===== src/rtl/bcd_seg7_scan_driver.sv =====
// Multiplexed multi-digit BCD to 7-segment driver: shadow-captured digits scanned
// onto one segment bus with one-hot digit select, blanking and polarity control.

module bcd_seg7_digit (
    input  logic [3:0] bcd,
    input  logic       blank,
    output logic [6:0] seg
);
    always_comb begin
        seg = 7'b0000001;
        if (blank) begin
            seg = 7'b0000000;
        end else begin
            case (bcd)
                4'd0:    seg = 7'b1111110;
                4'd1:    seg = 7'b0110000;
                4'd2:    seg = 7'b1101101;
                4'd3:    seg = 7'b1111001;
                4'd4:    seg = 7'b0110011;
                4'd5:    seg = 7'b1011011;
                4'd6:    seg = 7'b1011111;
                4'd7:    seg = 7'b1110000;
                4'd8:    seg = 7'b1111111;
                4'd9:    seg = 7'b1111011;
                default: seg = 7'b0000001;
            endcase
        end
    end
endmodule

module bcd_seg7_scan_driver #(
    parameter int NUM_DIGITS   = 4,
    parameter int PRESCALE     = 1000,
    parameter int COMMON_ANODE = 0
) (
    input  logic                    clk,
    input  logic                    rst,
    input  logic                    enable,
    input  logic                    load,
    input  logic [4*NUM_DIGITS-1:0] bcd_in,
    input  logic [NUM_DIGITS-1:0]   dp_in,
    input  logic                    blank_lz,
    output logic [6:0]              seg,
    output logic                    dp,
    output logic [NUM_DIGITS-1:0]   an,
    output logic                    frame_done,
    output logic                    err
);
    localparam int   IW  = $clog2(NUM_DIGITS);
    localparam int   CW  = $clog2(PRESCALE);
    localparam logic POL = (COMMON_ANODE != 0);

    logic [NUM_DIGITS-1:0][3:0] shadow;
    logic [NUM_DIGITS-1:0]      shadow_dp;
    logic [CW-1:0]              cnt;
    logic [IW-1:0]              idx;

    logic [NUM_DIGITS:0]        zero_from;
    logic [NUM_DIGITS-1:0]      blank_vec;
    logic [NUM_DIGITS-1:0]      invalid;
    logic [NUM_DIGITS-1:0][6:0] dec;
    logic [NUM_DIGITS-1:0]      sel_oh;
    logic                       last_cnt;
    logic                       last_idx;

    // zero_from[i]: digit i and every digit above it hold exactly zero
    assign zero_from[NUM_DIGITS] = 1'b1;

    for (genvar g = 0; g < NUM_DIGITS; g++) begin : g_dig
        assign zero_from[g] = (shadow[g] == 4'd0) && zero_from[g+1];
        assign blank_vec[g] = (g == 0) ? 1'b0 : (blank_lz && zero_from[g]);
        assign invalid[g]   = (shadow[g] > 4'd9);
        bcd_seg7_digit u_dig (
            .bcd   (shadow[g]),
            .blank (blank_vec[g]),
            .seg   (dec[g])
        );
    end

    assign last_cnt = (cnt == CW'(PRESCALE - 1));
    assign last_idx = (idx == IW'(NUM_DIGITS - 1));

    always_comb begin
        sel_oh = '0;
        sel_oh[idx] = 1'b1;
    end

    always_ff @(posedge clk or posedge rst) begin
        if (rst) begin
            shadow     <= '0;
            shadow_dp  <= '0;
            cnt        <= '0;
            idx        <= '0;
            frame_done <= 1'b0;
            err        <= 1'b0;
            seg        <= {7{POL}};
            dp         <= POL;
            an         <= {NUM_DIGITS{POL}};
        end else begin
            if (load) begin
                shadow    <= bcd_in;
                shadow_dp <= dp_in;
            end
            err        <= |invalid;
            frame_done <= 1'b0;
            if (enable) begin
                // outputs follow the pre-edge index/shadow, giving one clock of lag
                seg <= dec[idx] ^ {7{POL}};
                dp  <= shadow_dp[idx] ^ POL;
                an  <= sel_oh ^ {NUM_DIGITS{POL}};
                if (last_cnt) begin
                    cnt        <= '0;
                    idx        <= last_idx ? '0 : idx + IW'(1);
                    frame_done <= last_idx;
                end else begin
                    cnt <= cnt + CW'(1);
                end
            end else begin
                seg <= {7{POL}};
                dp  <= POL;
                an  <= {NUM_DIGITS{POL}};
            end
        end
    end
endmodule


===== config.mk =====
export PLATFORM = sky130hd
export DESIGN_NAME = bcd_seg7_scan_driver
export DESIGN_NICKNAME = d
export VERILOG_FILES = /design/src/rtl/bcd_seg7_scan_driver.sv
export SDC_FILE = /design/constraint.sdc
export NUM_CORES = 1
export LEC_CHECK = 0
export CAP_MARGIN = 25
export CORE_MARGIN = 2
export CORE_UTILIZATION = 40
export DETAILED_ROUTE_END_ITERATION = 16
export PLACE_DENSITY = 0.69
export SETUP_SLACK_MARGIN = 0.4
export SYNTH_ARGS = -nofsm -noshare
export SYNTH_HDL_FRONTEND = slang
export SYNTH_SLANG_ARGS = --single-unit

===== constraint.sdc =====
create_clock -name clk -period 4.65 [get_ports clk]
set_clock_uncertainty 0.1 [all_clocks]
set_input_delay 0.93 -clock clk [delete_from_list [all_inputs] [get_ports clk]]
set_output_delay 0.93 -clock clk [all_outputs]
set_load 0.01 [all_outputs]

======== After elaboration in Yosys (flattened, before gate mapping) ========
Memories as Yosys holds them, arrays and structs flattened.
Cells that the tools add are included.
Widths: inputs -> output; s select.
storage, ports and cells
  output and inout bits ................... 14
  memories kept ........................... 4
  word-level logic and storage cells ...... 53
  input port bits ......................... 25
  bits in read-only memories .............. 448
  register bits ........................... 46
memory list
  name              words  bits a word  read ports  clocked after Yosys merged registers in  wr ports  line  source
  (name not given)  16     7            1           0                                        0         14    case (bcd)
  (name not given)  16     7            1           0                                        0         14
  (name not given)  16     7            1           0                                        0         14
  (name not given)  16     7            1           0                                        0         14
operators by class
  add/subtract/negate cells ............... 2
  mux-type cells .......................... 16
  reduce and logical (&&, ||, !) cells .... 11
  order comparisons ....................... 6
  equality and inequality tests ........... 2
operator list
  cell                   number
  $mux 7                 5
  $gt 4x4->1 const B     4
  $bmux 7 s2             1
  $logic_not 4->1        3
  $add 10x1->10 const B  1
  $eq 10x10->1 const B   1
  $mux 10                1
  $logic_and 1x1->1      6
  $mux 1                 5
  $mux 4                 1
  $reduce_or 4->1        1
  $lt 2x3->1 const B     1
  $add 2x1->2 const B    1
  $bmux 1 s2             1
  $demux 1 s2            1
  $eq 2x2->1 const B     1
  $ge 2x1->1 const B     1
  $mux 2                 1
  $reduce_and 2->1       1

======== Depth between registers and ports, before layout ========
  depth in word-level cells ............... 8
  mapped depth ............................ 7
  depth with buffers taken out ............ 7

======== Cells and area by module ========
Synthesis repeated with hierarchy kept, for this count alone.
second synthesis, totals
  cells, all modules ...................... 288
  area total of the unflattened synthesis .. 2,995.4 sq um
modules (own cells, without submodules)
  module                sequential area each (sq um)  cells an instance  area an instance (sq um)  instances
  bcd_seg7_scan_driver  1,151.1                       156                2,119.5                   1
  bcd_seg7_digit        0.0                           33                 219.0                     4

======== Worst setup path after synthesis ========
Ideal clock, no wire load.
  path type ............................... input to register
  start ................................... input port enable
  end ..................................... register idx[1]
  setup time .............................. 124 ps
  path buffers ............................ 2
  arrival ................................. 1,878 ps
  data required time ...................... 4,426 ps
  stages .................................. 7
  setup slack ............................. 2,548 ps
  cells stage by stage .................... buf_4 > and3_1 > and4_1 > and3_1 > buf_4 > nand2_1 > o21ai_1
between the ends
  longest elaborated chain between the ends .. 1
ends and longest elaborated chain
  what                        line  source
  start: declaration          38    input logic enable,
  $reduce_and 2->1 (no line)  --
  end signal: assignment      113   idx <= last_idx ? '0 : idx + IW'(1);
  end: declaration            56    logic [IW-1:0] idx;
No other way between the ends.
A chain may end at the register's enable or synchronous reset.

======== Worst setup path after layout ========
  start ................................... input port enable
  end ..................................... register frame_done
between the ends
  longest elaborated chain between the ends .. 1
ends and longest elaborated chain
  what                    line  source
  $mux 1                  106   if (enable) begin
  end signal: assignment  114   frame_done <= last_idx;
  end: declaration        46    output logic frame_done,
No other way between the ends.

==> impl_metrics.csv <==
group,metric,value,unit
power,clkPwrFrac,0.259,
sta,hold_violations,0,
sta,slew_headroom,0.557,
place,gp_congestion,0.867,
synth,netlist_instances,292,
cells_and_area,area_growth_syn_to_layout,18.8,%
worst_setup_path,regToRegSetupSlack,2700,ps
drt,num_vias,2122,
place,dpl_cell_area,0.00323,mm²
cts,tritoncts,"yes",
synth,syn_nets,342,
power,total_power,1.03,mW
sta,setup_tns,0,ps
power,switching_power,0.335,mW
run_status,outcome,"finished, final reports clean",
sta,tightest_slew,665,ps
cells_and_area,nFillCells,654,
sta,rsz0062_at_grt,"false",
drt,m1WireLength,2.62,mm
sta,finalCritPeriodShare,0.574,
synth,yosys_most_used_dff,"dfrtp_1",
floorplanning,fp.dieW,87.7,µm
worst_setup_path,worstReg2RegEnd,"seg[5]$_DFF_PP0_",
sta,fmaxAchievable,0.374,GHz
cells_and_area,n_antenna_cell,0,
cells_and_area,fin_area,0.00333,mm²
worst_setup_path,reg2reg_from,"shadow[13]$_DFFE_PP0P_",
min_path,whs_endpoint,"cnt[2]$_DFFE_PP0P_",
drt,routed.top_layer,"met4",
worst_setup_path,critPathMaxFanout,16,
synth,yosysSeqAreaShare,0.411,
cts,clkSinkCount,46,
cells_and_area,finalNetCount,372,
drt,wl_met2,2.53,mm
min_path,hold_path.startpoint,"cnt[2]$_DFFE_PP0P_",
sta,whs,411,ps
power,switching_share,0.327,
cells_and_area,layout-drive-gt1-share,0.0929,
power,power.density,308,mW/mm²
power,pwr-share-comb,0.235,
cts,post_cts_buffers,0,
place,io_buffers,38,
cells_and_area,fin_cells,419,
drt,drt_pass1_iterations,4,
synth,synth_seq_cells,46,
drt,wl_met3,195,µm
floorplanning,dieArea,0.00769,mm²
drt,via_per_inst,5.06,
worst_setup_path,reg2reg_depth,7,
cts,path_clk_slew,90,ps
global_route,grt_pass1_vias,2115,
worst_setup_path,cp.arrival,2820,ps
min_path,whs_path_depth,1,
worst_setup_path,crit_path_start_kind,"primary input",
worst_setup_path,required,4800,ps
place,hpwl,4.04,mm
floorplanning,die_height,87.7,µm
cts,cts_resized,0,
floorplanning,io_pins,39,
synth,synth_area_leaders,"dfrtp_1 41%, ha_1 11%, o21ai_0 4.5%",
power,power.leakage,1.45,nW
power,ir_worst_vdd,0.136,mV
cts,clk-insertion-delay-late,310,ps
place,dp_cells,410,
synth,async_reset_ff_frac,1.00,
min_path,hold_path.class,"reg -> reg",
global_route,grt_antenna_before_repair,0,
floorplanning,start_util,0.413,
global_route,grt_usage,0.160,
power,pwr-share-seq,0.507,
cts,clock_path_buffers,2,
power,intPower,0.690,mW
synth,synth_edf_count,0,
drt,drc,0,
synth,yosys_warnings,0,
worst_setup_path,criticalPathCategory,"in -> reg",
synth,avgSynthCellArea,9.60,µm²
sta,final_max_slew_viol_count,0,
cts,cts_made_buffers,5,
synth,synth_top_area_share,0.411,
drt,wl,5.48,mm
synth,synth_area,0.00280,mm²
global_route,grt-ovfl-total,0,
worst_setup_path,critPathCaptureType,"flop",
sta,finalSetupViolCount,0,
synth,yosysUniqueCellTypes,50,
cts,cts_max_level,2,
floorplanning,rows,30,
job,drv_cap,0,
drt,drt_iter0_markers,117,
drt,drtAntennaViolNets,0,
sta,period_needed,2670,ps
drt,wl_per_cell,13.1,µm
cts,root_buffer,"clkbuf_8",
global_route,grt_max_degree,47,
floorplanning,coreArea,0.00679,mm²
global_route,grt_first_pass_wirelength,9.54,mm
cts,ctsHoldBuffers,0,
synth,synth_area_leader_cell,"dfrtp_1",
## flip-flops by register name, indices dropped and copies added, names as in the netlist
signal and cells:
shadow 16, cnt 10, seg 7, an 4
shadow_dp 4, idx 2, dp 1, err 1
frame_done 1
## power by group through the flow
| stage | Clock (mW) | Sequential (mW) | Combinational (mW) |
|---|---|---|---|
| final | 0.265 | 0.520 | 0.241 |
| after global routing | 0.292 | 0.529 | 0.274 |
| after CTS | 0.276 | 0.520 | 0.244 |
| after detailed placement | 0 | 0.528 | 0.242 |
| after global placement | 0 | 0.525 | 0.237 |
| after floorplan | 0 | 0.505 | 0.183 |
## per-stage QoR
stage | setup slack [ps] | utilization
after detailed placement | 1640 | 0.475
after CTS | 1980 | 0.489
after global routing | 1790 | 0.490
after global placement | 1720 | 0.475
final | 1980 | 0.490
after floorplan | 2530 | -
## cells in the final DEF (no fill, tap or decap), types with 3 or more instances in the layout
cell	count
o21ai_0	25
and3_1	3
nor2b_1	5
inv_1	13
mux2_2	11
nand2_1	25
a21o_1	3
xnor2_1	5
dfrtp_1	46
nand2b_1	5
a21oi_1	21
nor2_1	23
ha_1	25
o221ai_1	3
clkdlybuf4s50_1	38
clkbuf_8	5
mux2i_1	6
nand3_1	3
and2_1	6
o21ai_1	7
nor3_1	3
## worst max path at each step
stage,from,end,slack [ps],cells after the start
finish,enable,frame_done$_DFF_PP0_,1980,5
global route,enable,idx[0]$_DFFE_PP0P_,1790,6
CTS,enable,frame_done$_DFF_PP0_,1980,5
detailed placement,enable,cnt[9]$_DFFE_PP0P_,1640,5
global placement,enable,frame_done$_DFF_PP0_,1720,5
floorplan,rst,an[0]$_DFF_PP0_,2530,1
## synth_stat cells (all sizes together), types with 2 or more instances
master and count:
a21o 3, inv 15, mux2 11, nor2b 5, o211a 2, o311a 2
a21oi 21, and3 3, nand4 2, a211oi 2, xor2 2, nor2 23
xnor2 5, nand2b 6, nor3 3, a31oi 2, o221ai 3, and2 6
and4 2, o21ai 33, ha 25, o211ai 2, clkbuf 9, buf 8
mux2i 6, nor4 2, a2bb2oi 2, dfrtp 46, nand3 4, nand2 26
## logic make-up after synthesis
kind of cell,count (synthesis),synth area share
simple gates,87,0.166
compound gates,77,0.166
flops,46,0.411
buf+inv,32,0.0504
fa+ha+maj,25,0.112
mux,18,0.0737
xor+xnor,7,0.0219
## worst max-delay path: stages
cell	delay, ps
clkdlybuf4s50_1	790
and3_1	270
and4_1	250
and3_1	390
and2_1	180
## routing by layer
layer,vias to the layer above,global-route usage
met4,0,0.0699
met5,-,0
met2,41,0.264
li1,1071,-
met1,997,0.203
met3,13,0.0339
## layout make-up
| cell class | count | area, µm² | share of cell area |
|---|---|---|---|
| Multi-Input combinational cell | 214 | 1510 | 0.453 |
| Clock buffer | 5 | 68.8 | 0.0207 |
| Inverter | 15 | 56.3 | 0.0169 |
| Timing Repair Buffer | 40 | 399 | 0.120 |
| Clock inverter | 3 | 25.0 | 0.00751 |
| Tap cell | 96 | 120 | 0.0361 |
| Sequential cell | 46 | 1150 | 0.346 |
Note: power is estimated with default switching activity, not from simulation.
